--- config.mk ---
export PLATFORM = sky130hd
export DESIGN_NAME = brch_pred_unit
export DESIGN_NICKNAME = d
export VERILOG_FILES = /design/src/rtl/brch_pred_unit_pkg.sv /design/src/rtl/brch_cond_eval.sv /design/src/rtl/brch_pred_unit.sv
export SDC_FILE = /design/constraint.sdc
export NUM_CORES = 1
export LEC_CHECK = 0
export CAP_MARGIN = 20
export CORE_MARGIN = 8
export CORE_UTILIZATION = 30
export CTS_CLUSTER_DIAMETER = 80
export DETAILED_ROUTE_END_ITERATION = 10
export PLACE_DENSITY_LB_ADDON = 0.08
export SETUP_SLACK_MARGIN = 0.2
export SYNTH_ARGS = -nofsm -noshare
export SYNTH_HDL_FRONTEND = slang
export SYNTH_SLANG_ARGS = --single-unit
--- constraint.sdc ---
create_clock -name clk -period 13 [get_ports clk]
set_clock_uncertainty 0.2 [all_clocks]
set_input_delay 3.25 -clock clk [delete_from_list [all_inputs] [get_ports clk]]
set_output_delay 3.25 -clock clk [all_outputs]
set_load 0.005 [all_outputs]
--- src/rtl/brch_pred_unit_pkg.sv ---
// brch_pred_unit_pkg: branch condition codes, redirect codes and 2-bit counter helpers
package brch_pred_unit_pkg;
  typedef enum logic [3:0] {
    COND_NONE = 4'h0,
    COND_BEQ  = 4'h1,
    COND_BNQ  = 4'h2,
    COND_BGEZ = 4'h3,
    COND_BGTZ = 4'h4,
    COND_BLEZ = 4'h5,
    COND_BLTZ = 4'h6
  } cond_e;
  typedef enum logic [1:0] {
    RSEL_NONE = 2'd0,
    RSEL_TGT  = 2'd1,
    RSEL_FALL = 2'd2
  } rsel_e;
  function automatic logic cond_valid(input logic [3:0] c);
    return c >= COND_BEQ && c <= COND_BLTZ;
  endfunction
  function automatic logic [1:0] ctr_next(input logic [1:0] c, input logic taken);
    return taken ? ((c == 2'b11) ? c : c + 2'd1) : ((c == 2'b00) ? c : c - 2'd1);
  endfunction
endpackage

--- src/rtl/brch_cond_eval.sv ---
// brch_cond_eval: combinational DW-bit branch outcome evaluation
module brch_cond_eval
  import brch_pred_unit_pkg::*;
#(
  parameter int DW = 32
) (
  input  logic [3:0]    pc_write_cond,
  input  logic          stall,
  input  logic [DW-1:0] rs,
  input  logic [DW-1:0] rt,
  output logic          brch
);
  logic neg, zero;
  assign neg  = rs[DW-1];
  assign zero = ~|rs;
  always_comb begin
    case (cond_e'(pc_write_cond))
      COND_BEQ:  brch = rs == rt;
      COND_BNQ:  brch = rs != rt;
      COND_BGEZ: brch = !neg;
      COND_BGTZ: brch = !neg && !zero;
      COND_BLEZ: brch = neg || zero;
      COND_BLTZ: brch = neg;
      default:   brch = 1'b0;
    endcase
    if (stall) brch = 1'b0;
  end
endmodule

--- src/rtl/brch_pred_unit.sv ---
// brch_pred_unit: EX branch resolution, BHT prediction, mispredict redirect and perf counters
module brch_pred_unit
  import brch_pred_unit_pkg::*;
#(
  parameter int         DW          = 32,
  parameter int         PCW         = 32,
  parameter int         BHT_ENTRIES = 64,
  parameter int         CNT_W       = 16,
  parameter logic [1:0] BHT_INIT    = 2'b01
) (
  input  logic             clk,
  input  logic             rst,
  input  logic [PCW-1:0]   if_pc,
  output logic             pred_taken,
  input  logic [3:0]       pc_write_cond,
  input  logic             stall,
  input  logic [DW-1:0]    rs,
  input  logic [DW-1:0]    rt,
  input  logic [PCW-1:0]   ex_pc,
  input  logic             ex_pred,
  output logic             brch,
  output logic             mispredict,
  output logic [1:0]       redirect_sel,
  output logic [CNT_W-1:0] br_cnt,
  output logic [CNT_W-1:0] mp_cnt
);
  localparam int IW = $clog2(BHT_ENTRIES);
  logic [1:0]       bht_q [BHT_ENTRIES];
  logic [1:0]       bht_d [BHT_ENTRIES];
  logic [CNT_W-1:0] br_cnt_q, br_cnt_d, mp_cnt_q, mp_cnt_d;
  logic [IW-1:0]    if_idx, ex_idx;
  logic             resolve, unused_pc;
  brch_cond_eval #(.DW(DW)) u_eval (
    .pc_write_cond(pc_write_cond),
    .stall        (stall),
    .rs           (rs),
    .rt           (rt),
    .brch         (brch)
  );
  assign resolve      = !stall && cond_valid(pc_write_cond);
  assign if_idx       = if_pc[2 +: IW];
  assign ex_idx       = ex_pc[2 +: IW];
  assign unused_pc    = ^{if_pc, ex_pc};
  // Read straight from the flops: a same-cycle update is not bypassed
  assign pred_taken   = bht_q[if_idx][1];
  assign mispredict   = resolve && (brch != ex_pred);
  assign redirect_sel = mispredict ? (brch ? RSEL_TGT : RSEL_FALL) : RSEL_NONE;
  assign br_cnt       = br_cnt_q;
  assign mp_cnt       = mp_cnt_q;
  always_comb begin
    bht_d = bht_q;
    if (resolve) bht_d[ex_idx] = ctr_next(bht_q[ex_idx], brch);
    br_cnt_d = (resolve && ~&br_cnt_q) ? br_cnt_q + 1'b1 : br_cnt_q;
    mp_cnt_d = (mispredict && ~&mp_cnt_q) ? mp_cnt_q + 1'b1 : mp_cnt_q;
  end
  always_ff @(posedge clk) begin
    if (rst) begin
      bht_q    <= '{default: BHT_INIT};
      br_cnt_q <= '0;
      mp_cnt_q <= '0;
    end else begin
      bht_q    <= bht_d;
      br_cnt_q <= br_cnt_d;
      mp_cnt_q <= mp_cnt_d;
    end
  end
endmodule

# Yosys cells after proc, flatten, opt, wreduce, memory -nomap -nowiden
# Cells that the tools add are included.
# W data, S select, Z words.
# totals
regBits,160
memories,0
romBits,0
out_inout_bits,37
inputBits,136
latchBits,0
ramBits,0
# classes
n_bitwise,2
n_addsub,4
mul,0
div,0
order_cmp,5
reduce_logical,17
shift,0
muxes,16
n_eq_ne,10
# op_table
cell,count
$bwmux W128,1
$add A16 B1 Y16 const B,2
$eq A32 B32 Y1,1
$ne A32 B32 Y1,1
$reduce_and A16 Y1,2
$reduce_or A32 Y1,1
$bmux W2 S6,2
$mux W2,10
$ge A7 B7 Y1 const B,2
$not A6 Y7,2
$demux W2 S6,1
$eq A4 B3 Y1 const B,3
$eq A4 B2 Y1 const B,2
$logic_and A1 B1 Y1,7
$lt A7 B1 Y1 const B,1
$pmux W1 S6,1
$logic_not A1 Y1,5
$eq A4 B1 Y1 const B,1
$ge A4 B1 Y1 const B,1
$le A4 B3 Y1 const B,1
$add A2 B1 Y2 const B,1
$eq A2 B2 Y1 const B,1
$logic_not A2 Y1,1
$sub A2 B1 Y2 const B,1
other kinds (3),3

# Longest topological paths before layout
# logic_depth
depth_word,8
ltp_mapped,12
depth_no_buf,8

# Cells and area by module
# From an unflattened synthesis, not the netlist that was laid out.
# hier_totals
cells_unflattened,1054
hier_area_um2,9849.4
# by_module_without_submodules
mod,area_per_inst_um2,cells_each,instances
brch_pred_unit,9325.2,985,1
brch_cond_eval,524.3,69,1

# Least setup slack after synthesis
# Ideal clock, no wire load.
# synth_timing
path_kind,input -> output
from,input port if_pc[2]
to,output port pred_taken
cell_stages,5
required_ns,9.550
t_arrival_ns,5.662
path_buffers,2
path_slack_ns,3.888
path_cell_list,clkbuf_1 -> buf_1 -> mux4_2 -> mux4_2 -> mux4_2
# synth_between
elab_chain_cells,4
# synth_lines
item,line_no,rtl
start: declaration,brch_pred_unit.sv:13,"input logic [PCW-1:0] if_pc,"
$not A6 Y7 (not written as such),brch_pred_unit.sv:45,assign pred_taken = bht_q[if_idx][1];
$bmux W2 S6,brch_pred_unit.sv:45,
$mux W2 (not written as such) (2 in series),brch_pred_unit.sv:45,
end: declaration,brch_pred_unit.sv:14,"output logic pred_taken,"
# No other way between the ends. The select of a mux whose other input is x is not followed.

# Worst setup path after layout
# layout_timing
from,input port if_pc[3]
to,output port pred_taken
# The elaborated chain is that of the path after synthesis.

==> results.cfg <==
[global_route]
grt_util_all_layers = 0.172
antenna_found_initial = 0
grt_pass1_wl_um = 45600
grt_pass1_vias = 7547
grt_max_degree = 65
overflow = 0

[final_layout]
num-nets-final = 1117
final_cell_mix = 160 x dfxtp_1, 120 x o21ai_0, 117 x clkdlybuf4s50_1, 79 x nand2_1, 63 x o32ai_1
multi_input_area_um2 = 4870
utilization = 0.376
fill_cells = 2833
drive_above_1_share = 0.111
final_common_cell = dfxtp_1
layoutNonFillerInstCount = 1370
diodes = 0
syn_to_final_growth_pct = 23.2
seqCellArea_um2 = 3200

[clock_tree]
insertion_delay_ps = 440
numCtsBuffers = 17
cts_resized = 0
hold_buffers = 0
clk_pin_slew_worst_paths_ps = 70
cts_tree = yes
cts_sinks = 160
post_cts_buffers = 0
cts-root-buf = clkbuf_16
clk_path_buf_depth = 2
htreeDepth = 4

[yosys]
netlist_instances = 912
synth-edff-count = 0
synth.avg_cell_area_um2 = 9.36
ys_warn_count = 0
ys_seq_area_frac = 0.375
ys_types = 60
synth_seq_cells = 160
synthFlopType = dfxtp_1
syn-num-nets = 1050
netlist_area_um2 = 8530
async_flop_share = 0

[floorplanning]
initial_core_util = 0.305
dieArea_um2 = 34100
die_w_um = 185
row_count = 61
boundaryPins = 173
coreArea_um2 = 27900
die_h_um = 185

[worst_hold_path]
hold_class = flip-flop to flip-flop

[placement]
place_hpwl_um = 18800
globalplace.congestion = 0.784
dp.cells = 1336
port_buffers = 120

[timing]
min_period_over_period = 0.756
tightest_slew_ps = 1120
maxSlewViolCount = 0
hold_ws_ps = 269
rsz0062_at_grt = no
tns_ps = 0
final_hold_viol_count = 0
max_freq_mhz = 102
slew_headroom = 0.248
setup_violations = 0
fin_crit_ps = 9820

[power_and_ir_drop]
p_leak_nw = 3.39
finalPower_mw = 1.14
ir_drop_uv = 77.9
powerDensity_nw_per_um2 = 109

[setup_path]
cp_max_fo = 16
crit_top_cell = mux4_2
cp-end-kind = output port
cp_slowest_stage_delay_ps = 1190
cp.required_ps = 9550
critical-path-slowest-cell = clkdlybuf4s50_1
start_kind = input pin
crit_type = input pin to output port
cp_cell_sequence = clkdlybuf4s50_1 > mux4_2 > mux4_2 > mux4_2 > clkdlybuf4s50_1
arrival_ps = 6370

[detailed_routing]
routed_wl_um = 29500
via_per_inst = 5.58
wl_per_cell_um = 21.5
num_vias = 7641
drcViolationCount = 0
dr.pass1.iters = 7
postRouteAntennaNets = 0
drt_iter0_drc = 630

[outcome]
status = complete, no violations

[flow_run]
maxCapViolations = 0
[report_power, final]
part           leakage, nW  internal (mW)  total [mW]  switching (mW)
clock network        0.289          0.289       0.525           0.236
registers             1.29          0.491       0.493         0.00133
logic                 1.81         0.0496       0.124          0.0741
[final timing paths]
kind | from | end | slack, ps | cells after the start
setup / recovery | if_pc[3] | pred_taken | 3180 | 5
hold / removal | bht_q[34]$_SDFFE_PP1P_ | bht_q[34]$_SDFFE_PP1P_ | 270 | 2
setup reg to reg | bht_q[85]$_SDFFE_PP0P_ | bht_q[0]$_SDFFE_PP1P_ | 9770 | 9
hold reg to reg | bht_q[34]$_SDFFE_PP1P_ | bht_q[34]$_SDFFE_PP1P_ | 270 | 2
[routing by layer]
layer	GRT usage	wire [um]	part of all wire
met2	0.273	13800	0.47
met5	0	0	0
met1	0.234	13900	0.47
met3	0.0270	1190	0.040
met4	0.0605	598	0.020
[final cells by class]
class,instances,share of cell area
clock inverter,15,0.0164
sequential,160,0.305
timing repair buffer,136,0.127
inverter,8,0.00286
multi-input combinational,656,0.463
clock buffer,17,0.0405
tap,378,0.0450
[cells in the mapped netlist, types with 18 or more instances]
library cell	count	area, um2
a21oi_1	33	165
and3_1	18	113
clkbuf_1	58	218
dfxtp_1	160	3200
mux4_2	37	833
nand2_1	79	297
nand3_1	29	145
nor2_1	28	105
o21ai_0	120	601
o311ai_1	39	342
o32ai_1	63	552
xor2_1	45	394
[critical path: cells and delay by family]
| kind | cells | cell delay, ps |
|---|---|---|
| buf+inv | 2 | 1650 |
| mux | 3 | 1460 |
[logic make-up after synthesis]
kind of cell | share of synthesized area
AO/OA/AOI/OAI | 0.250
multiplexers | 0.124
flip-flops | 0.375
XOR/XNOR | 0.0493
adder cells (fa/ha/maj) | 0.00293
buffers and inverters | 0.0547
AND/OR/NAND/NOR | 0.144
[metrics by stage]
| step | worst slack [ps] | instance area [um2] |
|---|---|---|
| floorplan | 3890 | 8530 |
| global placement | 3220 | 9870 |
| detailed placement | 3230 | 9870 |
| CTS | 3230 | 10500 |
| global route | 3170 | 10500 |
| finish | 3180 | 10500 |
[registers in the layout (all words and copies together) (netlist names)]
signal / count
bht_q: 128
br_cnt: 16
mp_cnt: 16
Power figures use the tool's default switching activity.
